File: config.mk
export PLATFORM = sky130hd
export DESIGN_NAME = retire_queue
export DESIGN_NICKNAME = d
export VERILOG_FILES = /design/src/rtl/isa_pkg.sv /design/src/rtl/retire_fifo.sv /design/src/rtl/retire_queue.sv
export SDC_FILE = /design/constraint.sdc
export NUM_CORES = 1
export LEC_CHECK = 0
export ABC_CLOCK_PERIOD_IN_PS = 4250
export CAP_MARGIN = 10
export CORE_MARGIN = 2
export CORE_UTILIZATION = 55
export CTS_CLUSTER_DIAMETER = 120
export DETAILED_ROUTE_END_ITERATION = 8
export PLACE_DENSITY = 0.74
export SLEW_MARGIN = 5
export SYNTH_ARGS = -nofsm -noshare
export SYNTH_HDL_FRONTEND = slang
export SYNTH_SLANG_ARGS = --single-unit
File: constraint.sdc
create_clock -name clk -period 4.25 [get_ports clk]
set_input_delay 1.275 -clock clk [delete_from_list [all_inputs] [get_ports clk]]
set_output_delay 1.275 -clock clk [all_outputs]
set_load 0.01 [all_outputs]
File: src/rtl/isa_pkg.sv
// Shared ISA constants, retire-entry layout and PC-continuity helpers
// for the retirement trace queue.
package isa_pkg;

  localparam logic [31:0] PC_INIT = 32'h0000_0200;
  localparam logic [31:0] NOP     = 32'h0000_0013;

  typedef enum logic [6:0] {
    OP_BRANCH = 7'b1100011,
    OP_JAL    = 7'b1101111,
    OP_JALR   = 7'b1100111,
    OP_SYSTEM = 7'b1110011
  } opcode_e;

  typedef struct packed {
    logic [31:0] pc;
    logic [31:0] inst;
    logic [15:0] seq;
  } entry_t;

  function automatic logic [31:0] next_pc(input logic [31:0] pc, input logic [31:0] inst);
    return (inst[1:0] == 2'b11) ? pc + 32'd4 : pc + 32'd2;
  endfunction

  // True when the successor PC is not simply sequential, so it cannot be checked.
  function automatic logic breaks_flow(input logic [31:0] inst);
    logic [2:0] f3;
    f3 = inst[15:13];
    case (inst[1:0])
      2'b01:   return (f3 == 3'b001) || (f3 == 3'b101) || (f3 == 3'b110) || (f3 == 3'b111);
      2'b10:   return (f3 == 3'b100) && (inst[6:2] == 5'd0);
      2'b11:   return (inst[6:0] == OP_BRANCH) || (inst[6:0] == OP_JAL) ||
                      (inst[6:0] == OP_JALR)   || (inst[6:0] == OP_SYSTEM);
      default: return 1'b0;
    endcase
  endfunction

endpackage

File: src/rtl/retire_fifo.sv
// Circular buffer of retire entries with occupancy count; a push at full
// is accepted only when a pop frees a slot in the same cycle.
module retire_fifo
  import isa_pkg::*;
#(
  parameter int unsigned DEPTH = 4
) (
  input  logic                     clk,
  input  logic                     rst,
  input  logic                     push_req,
  input  entry_t                   wr_entry,
  input  logic                     pop_req,
  output logic                     valid,
  output entry_t                   rd_entry,
  output logic [$clog2(DEPTH):0]   count,
  output logic                     drop
);

  localparam int unsigned AW = $clog2(DEPTH);
  localparam int unsigned CW = AW + 1;

  entry_t          mem [DEPTH];
  logic [AW-1:0]   wr_ptr;
  logic [AW-1:0]   rd_ptr;
  logic            full;
  logic            pop;
  logic            push;

  assign valid = (count != '0);
  assign full  = (count == CW'(DEPTH));
  assign pop   = valid && pop_req;
  assign push  = push_req && (!full || pop);
  assign drop  = push_req && full && !pop;

  // Empty queue presents zeros so the outputs read zero throughout reset.
  assign rd_entry = valid ? mem[rd_ptr] : '0;

  always_ff @(posedge clk or posedge rst) begin
    if (rst) begin
      wr_ptr <= '0;
      rd_ptr <= '0;
      count  <= '0;
    end else begin
      if (push) wr_ptr <= wr_ptr + 1'b1;
      if (pop)  rd_ptr <= rd_ptr + 1'b1;
      if (push && !pop)      count <= count + 1'b1;
      else if (pop && !push) count <= count - 1'b1;
    end
  end

  always_ff @(posedge clk) begin
    if (push && !rst) mem[wr_ptr] <= wr_entry;
  end

endmodule

File: src/rtl/retire_queue.sv
// Retirement trace queue: buffers retiring instructions with a sequence
// number and flags dropped entries and PC-continuity violations.
module retire_queue #(
  parameter int unsigned DEPTH   = 4,
  parameter logic [31:0] PC_INIT = isa_pkg::PC_INIT
) (
  input  logic                   clk,
  input  logic                   rst,
  input  logic                   wb_valid_i,
  input  logic [31:0]            wb_pc_i,
  input  logic [31:0]            wb_inst_i,
  input  logic                   ret_ready_i,
  output logic                   ret_valid_o,
  output logic [31:0]            ret_pc_o,
  output logic [31:0]            ret_inst_o,
  output logic [15:0]            ret_seq_o,
  output logic [$clog2(DEPTH):0] count_o,
  output logic                   overflow_o,
  output logic                   pc_err_o
);

  import isa_pkg::*;

  logic [15:0] seq_cnt;
  logic [31:0] exp_pc;
  logic        chk_en;
  logic        drop;
  entry_t      wr_entry;
  entry_t      rd_entry;

  assign wr_entry = '{pc: wb_pc_i, inst: wb_inst_i, seq: seq_cnt};

  retire_fifo #(
    .DEPTH(DEPTH)
  ) u_fifo (
    .clk      (clk),
    .rst      (rst),
    .push_req (wb_valid_i),
    .wr_entry (wr_entry),
    .pop_req  (ret_ready_i),
    .valid    (ret_valid_o),
    .rd_entry (rd_entry),
    .count    (count_o),
    .drop     (drop)
  );

  assign ret_pc_o   = rd_entry.pc;
  assign ret_inst_o = rd_entry.inst;
  assign ret_seq_o  = rd_entry.seq;

  always_ff @(posedge clk or posedge rst) begin
    if (rst) begin
      seq_cnt    <= '0;
      exp_pc     <= PC_INIT;
      chk_en     <= 1'b1;
      overflow_o <= 1'b0;
      pc_err_o   <= 1'b0;
    end else begin
      if (drop) overflow_o <= 1'b1;
      if (wb_valid_i) begin
        seq_cnt <= seq_cnt + 16'd1;
        exp_pc  <= next_pc(wb_pc_i, wb_inst_i);
        chk_en  <= !breaks_flow(wb_inst_i);
        if (chk_en && (wb_pc_i != exp_pc)) pc_err_o <= 1'b1;
      end
    end
  end

endmodule
## Word-level counts from Yosys, hierarchy flattened

Memory sizes are Yosys's and may differ from the RTL's.
Index checks and enable logic that the tools add are counted.

- Add/subtract/negate cells: 7
- $mul: 0
- Divide/modulo/power cells: 0
- Magnitude comparators: 0
- Equality and inequality tests: 14
- Shift-type cells: 0
- Multiplexer cells: 8
- Bitwise gates (word level): 0
- Reduce and logical (&&, ||, !) cells: 25

Operator list:

| cell | count |
|---|---|
| 2-to-1 mux 80 bit | 1 |
| adder 32 x 2 -> 32 bit, second input constant | 1 |
| adder 32 x 3 -> 32 bit, second input constant | 1 |
| 2-to-1 mux 32 bit | 1 |
| inequality test 32 bit | 1 |
| == test 7 bit, second input constant | 4 |
| adder 16 x 1 -> 16 bit, second input constant | 1 |
| == test 3 bit, second input constant | 5 |
| logical AND 1 bit | 9 |
| logical OR 1 bit | 7 |
| 2-to-1 mux 3 bit | 2 |
| logical NOT 1 bit | 5 |
| logical NOT 5 bit | 1 |
| adder 2 x 1 -> 2 bit, second input constant | 2 |
| == test 2 bit, second input constant | 2 |
| adder 3 x 1 -> 3 bit, second input constant | 1 |
| == test 3 x 1 -> 1 bit, second input constant | 1 |
| 2-to-1 mux 1 bit | 3 |
| one-hot mux 1 bit (3 select lines) | 1 |
| nonzero test 3 bit | 1 |
| subtractor 3 x 1 -> 3 bit, second input constant | 1 |
| == test 2 x 1 -> 1 bit, second input constant | 1 |
| AND reduction 2 bit | 1 |
| nonzero test 2 bit | 1 |

- Register bits: 58
- Latch bits: 0
- RAM bits: 320
- ROM bits: 0
- Output and inout port bits: 86
- Word-level logic and storage cells: 63
- Memories kept: 1

Memory list:

| name | words | width | read ports | clocked after Yosys merged registers in | write ports | RTL line | RTL |
|---|---|---|---|---|---|---|---|
| u_fifo.mem | 4 | 80 | 1 | 0 | 1 | retire_fifo.sv:22 | `entry_t mem [DEPTH];` |

## Longest topological paths before layout

- Depth after elaboration: 8
- Gate-level depth with buffers: 9

## Cells and area by module

Synthesis repeated with hierarchy kept, for this count alone.

- Cell total of the unflattened synthesis: 872
- Area, all modules: 15627.5 sq um

Modules (own cells, without submodules):

| module | times used | cells an instance | area each (sq um) | sequential area each (sq um) |
|---|---|---|---|---|
| retire_fifo | 1 | 545 | 12589.6 | 9784.4 |
| retire_queue | 1 | 327 | 3037.9 | 1278.7 |

## Worst setup path after synthesis

No wires, ideal clock.

- Path kind: input-to-reg
- Start: input port wb_valid_i
- End: memory u_fifo.mem[0][0] (netlist name) (enable)
- Library setup time: 447 ps
- Data arrival time: 3698 ps
- Required time: 3803 ps
- Slack: 105 ps
- Cell stages on the path: 4
- Cell sequence: clkbuf_1 nand2b_1 nor2_1 and2_1

- Cells in the longest elaborated chain, start to end: 4

Ends and longest elaborated chain:

| element | RTL line | RTL |
|---|---|---|
| from (decl) | retire_queue.sv:9 | `input logic wb_valid_i,` |
| logical AND 1 bit | retire_fifo.sv:32 | `assign push = push_req && (!full \|\| pop);` |
| logical AND 1 bit | retire_fifo.sv:52 | `if (push && !rst) mem[wr_ptr] <= wr_entry;` |
| 2-to-1 mux 1 bit | retire_fifo.sv:52 |  |
| 2-to-1 mux 1 bit (not written as such) | retire_fifo.sv:52 |  |
| to (decl) | retire_fifo.sv:22 |  |

Every way passes these cells.

## Final worst setup path

- Start: register u_fifo.rd_ptr[0]
- End: output port ret_pc_o[0]

- Cells in the longest elaborated chain, start to end: 2

Ends and longest elaborated chain:

| element | RTL line | RTL |
|---|---|---|
| from (decl) | retire_fifo.sv:24 | `logic [AW-1:0] rd_ptr;` |
| from (signal assigned) | retire_fifo.sv:45 | `if (pop) rd_ptr <= rd_ptr + 1'b1;` |
| memory read (4 x 80 bit) | -- |  |
| 2-to-1 mux 80 bit | retire_fifo.sv:36 | `assign rd_entry = valid ? mem[rd_ptr] : '0;` |
| to (decl) | retire_queue.sv:14 | `output logic [31:0] ret_pc_o,` |

Every way passes these cells.

==> results.py <==
metrics = {
    "status": {
        "status": "finished, final reports clean",
    },
    "sta": {
        "clock_skew_ns": 0.0187,
        "hold_slack_ns": 0.477,
        "finalCritPeriodShare_pct": 94.3,
        "hold_viol_final": 0,
        "relSlewSlack_pct": 51.9,
        "fin_crit_ns": 4.01,
        "grt_setup_unrepaired": "no",
        "fmax_ghz": 0.250,
        "final.setup.tns_ns": 0,
        "worstMarginPinSlew_ns": 0.722,
        "setup_viol": 0,
        "drv_slew": 0,
    },
    "route": {
        "first_pass_iters": 5,
        "drt_iter0_markers": 562,
        "wire_per_inst_um": 20.5,
        "drtAntennaViolNets": 0,
        "routed_wl_um": 29800,
        "route.detailed.drc": 0,
        "vias": 8036,
        "vias_per_cell": 5.52,
    },
    "setup_path": {
        "cp_data_required_time_ns": 2.97,
        "r2r_slack_ns": 1.52,
        "cp-start-kind": "flop",
        "crit_fanout": 20,
        "rr_worst_depth": 9,
        "crit_type": "reg2out",
        "end_kind": "output port",
        "cp_data_arrival_time_ns": 2.73,
        "r2r_start": "u_fifo.count[0]",
        "regToRegEndpoint": "u_fifo.count[2]",
    },
    "synthesis": {
        "synth_warnings": 0,
        "syn_inst": 862,
        "synth_top_flop_cell": "edfxtp_1",
        "syn_avg_cell_area_um2": 17.9,
        "synth_seq_cells": 378,
        "yosysSeqAreaShare_pct": 71.6,
        "synth_edf_count": 320,
        "synthesis.area_mm2": 0.0155,
        "syn_nets": 939,
        "synthArstFlopShare_pct": 15.3,
        "synth.area.top_cells": "edfxtp_1, mux4_2, dfrtp_1, and2_1, xnor2_1",
        "synth_top_area_cell": "edfxtp_1",
        "synth.top_cell.area_share_pct": 62.2,
        "ys_types": 43,
    },
    "global_route": {
        "busiest_layer": "met2",
        "grt_pass1_vias": 8283,
        "antenna_found_initial": 0,
        "use_met2_pct": 36.0,
        "gr-total-overflow": 0,
        "track_usage_pct": 21.1,
        "grt_max_degree": 84,
        "grt_pass1_wl_um": 46500,
        "grt_util_met1_pct": 28.5,
        "gr-usage-met3_pct": 3.64,
    },
    "clock_tree": {
        "cts_tree": "yes",
        "cts_resized": 0,
        "post-cts-setup-buffers": 0,
        "hold_buffers": 0,
        "cts_inserted_buffers": 38,
        "numClockSinks": 378,
        "clock_path_buffers": 3,
        "clk_latency_ns": 0.52,
        "clk_pin_slew_ns": 0.06,
        "cts_root_buf": "clkbuf_16",
        "htree_num_levels": 2,
    },
    "placement": {
        "place_hpwl_um": 19100,
        "portBuffers": 153,
        "globalplace.congestion": 0.782,
    },
    "power": {
        "ir_drop_mv": 0.453,
        "power.leakage_uw": 0.00630,
        "power_per_cell_area_mw_per_mm2": 628,
    },
    "hold_path": {
        "hold_depth": 1,
        "hold_class": "reg2reg",
        "min_from": "overflow_o",
        "hold_end": "overflow_o",
    },
    "floorplanning": {
        "start_util_pct": 55.8,
        "die_h_um": 172,
        "core_region_area_mm2": 0.0277,
        "rows": 61,
        "dieArea_mm2": 0.0295,
        "dieWidth_um": 172,
        "pin_count": 154,
    },
    "finish": {
        "nets": 1125,
        "drive_above_1_share_pct": 17.0,
        "final_common_cell": "edfxtp_1",
        "final_cell_mix": "edfxtp_1, clkdlybuf4s50_1, and2_1, mux4_2, dfrtp_1",
        "syn_to_final_growth_pct": 21.9,
        "diodes": 0,
    },
    "run": {
        "max_cap_violations": 0,
    },
}
==> routing by layer <==
metal / up-vias / wire, um
met4: 0 / 567
met3: 45 / 1590
met1: 4073 / 12800
met5: - / 0
met2: 214 / 14900
li1: 3704 / -
==> cells in the mapped netlist (2+ instances only) <==
master / instances
edfxtp_1: 320
and2_1: 86
mux4_2: 80
dfrtp_1: 56
xnor2_1: 52
nor2_1: 40
a21oi_1: 32
xor2_1: 29
clkbuf_1: 25
nand4_1: 25
nand2_1: 17
and3_1: 12
nand3_1: 12
buf_2: 11
inv_1: 9
ha_1: 8
mux2_2: 5
and4_1: 3
nor2b_1: 3
nor3_1: 3
o21ai_0: 3
a31o_2: 2
a31oi_1: 2
buf_1: 2
dfstp_2: 2
nand3_2: 2
nand4b_1: 2
nor4_1: 2
o211ai_1: 2
or3_1: 2
==> how the worst max path moves through the flow <==
stage / slack, ns / to / depth (start not counted) / startpoint
floorplan: 0.10 / u_fifo.mem[0][0] / 4 / wb_valid_i
global placement: 0.68 / exp_pc[27] / 7 / wb_pc_i[2]
finish: 0.24 / ret_pc_o[0] / 4 / u_fifo.rd_ptr[0]
CTS: 0.17 / ret_inst_o[25] / 4 / u_fifo.rd_ptr[0]
detailed placement: 0.56 / exp_pc[27] / 7 / wb_pc_i[2]
global route: 0.1 / ret_inst_o[25] / 4 / u_fifo.rd_ptr[0]
==> power breakdown <==
| group | switching [uW] | internal [uW] |
|---|---|---|
| clock | 1300 | 1820 |
| combinational | 1620 | 2260 |
| sequential | 295 | 4530 |
==> critical path, stage by stage (launching register included) <==
cell	delay (ns)
dfrtp_4	0.71
buf_4	0.31
mux4_2	0.54
and2_1	0.17
clkdlybuf4s50_1	0.48
==> kinds of logic after synthesis <==
logic type	after synthesis	share of synthesized area, %
AO/OA/AOI/OAI	44	1.59
XOR/XNOR	81	4.59
adder cells (fa/ha/maj)	9	0.777
buffers and inverters	49	1.35
flip-flops	378	71.6
multiplexers	86	12.1
AND/OR/NAND/NOR	215	8.03
==> cell type report <==
type	instances	area (um^2)
multi-input cells	435	4200
clock inverters	20	140
inverters	9	33.8
fillers	1855	8870
repair buffers	186	1900
well taps	378	473
flip-flops and latches	378	11100
clock buffers	49	1020
==> flip-flops by register name, summed over array words and instances, names as in the netlist <==
signal	count
u_fifo.mem	320
overflow_o	1
exp_pc	32
seq_cnt	16
u_fifo.rd_ptr	2
u_fifo.wr_ptr	2
chk_en	1
pc_err_o	1
u_fifo.count	3
==> per-stage QoR <==
step / utilization, % / cells / area, um^2 / power [uW] / worst slack, ns
2_1_floorplan: - / 862 / 15500 / 6980 / 0.105
3_3_place_gp: 63.8 / 1386 / 17700 / 8820 / 0.677
3_5_place_dp: 63.8 / 1386 / 17700 / 8860 / 0.558
4_1_cts: 68.0 / 1455 / 18800 / 12000 / 0.170
5_1_grt: 68.0 / 1455 / 18800 / 12400 / 0.0978
6_report: 68.0 / 1455 / 18800 / 11800 / 0.243
(Power assumes the default switching activity.)
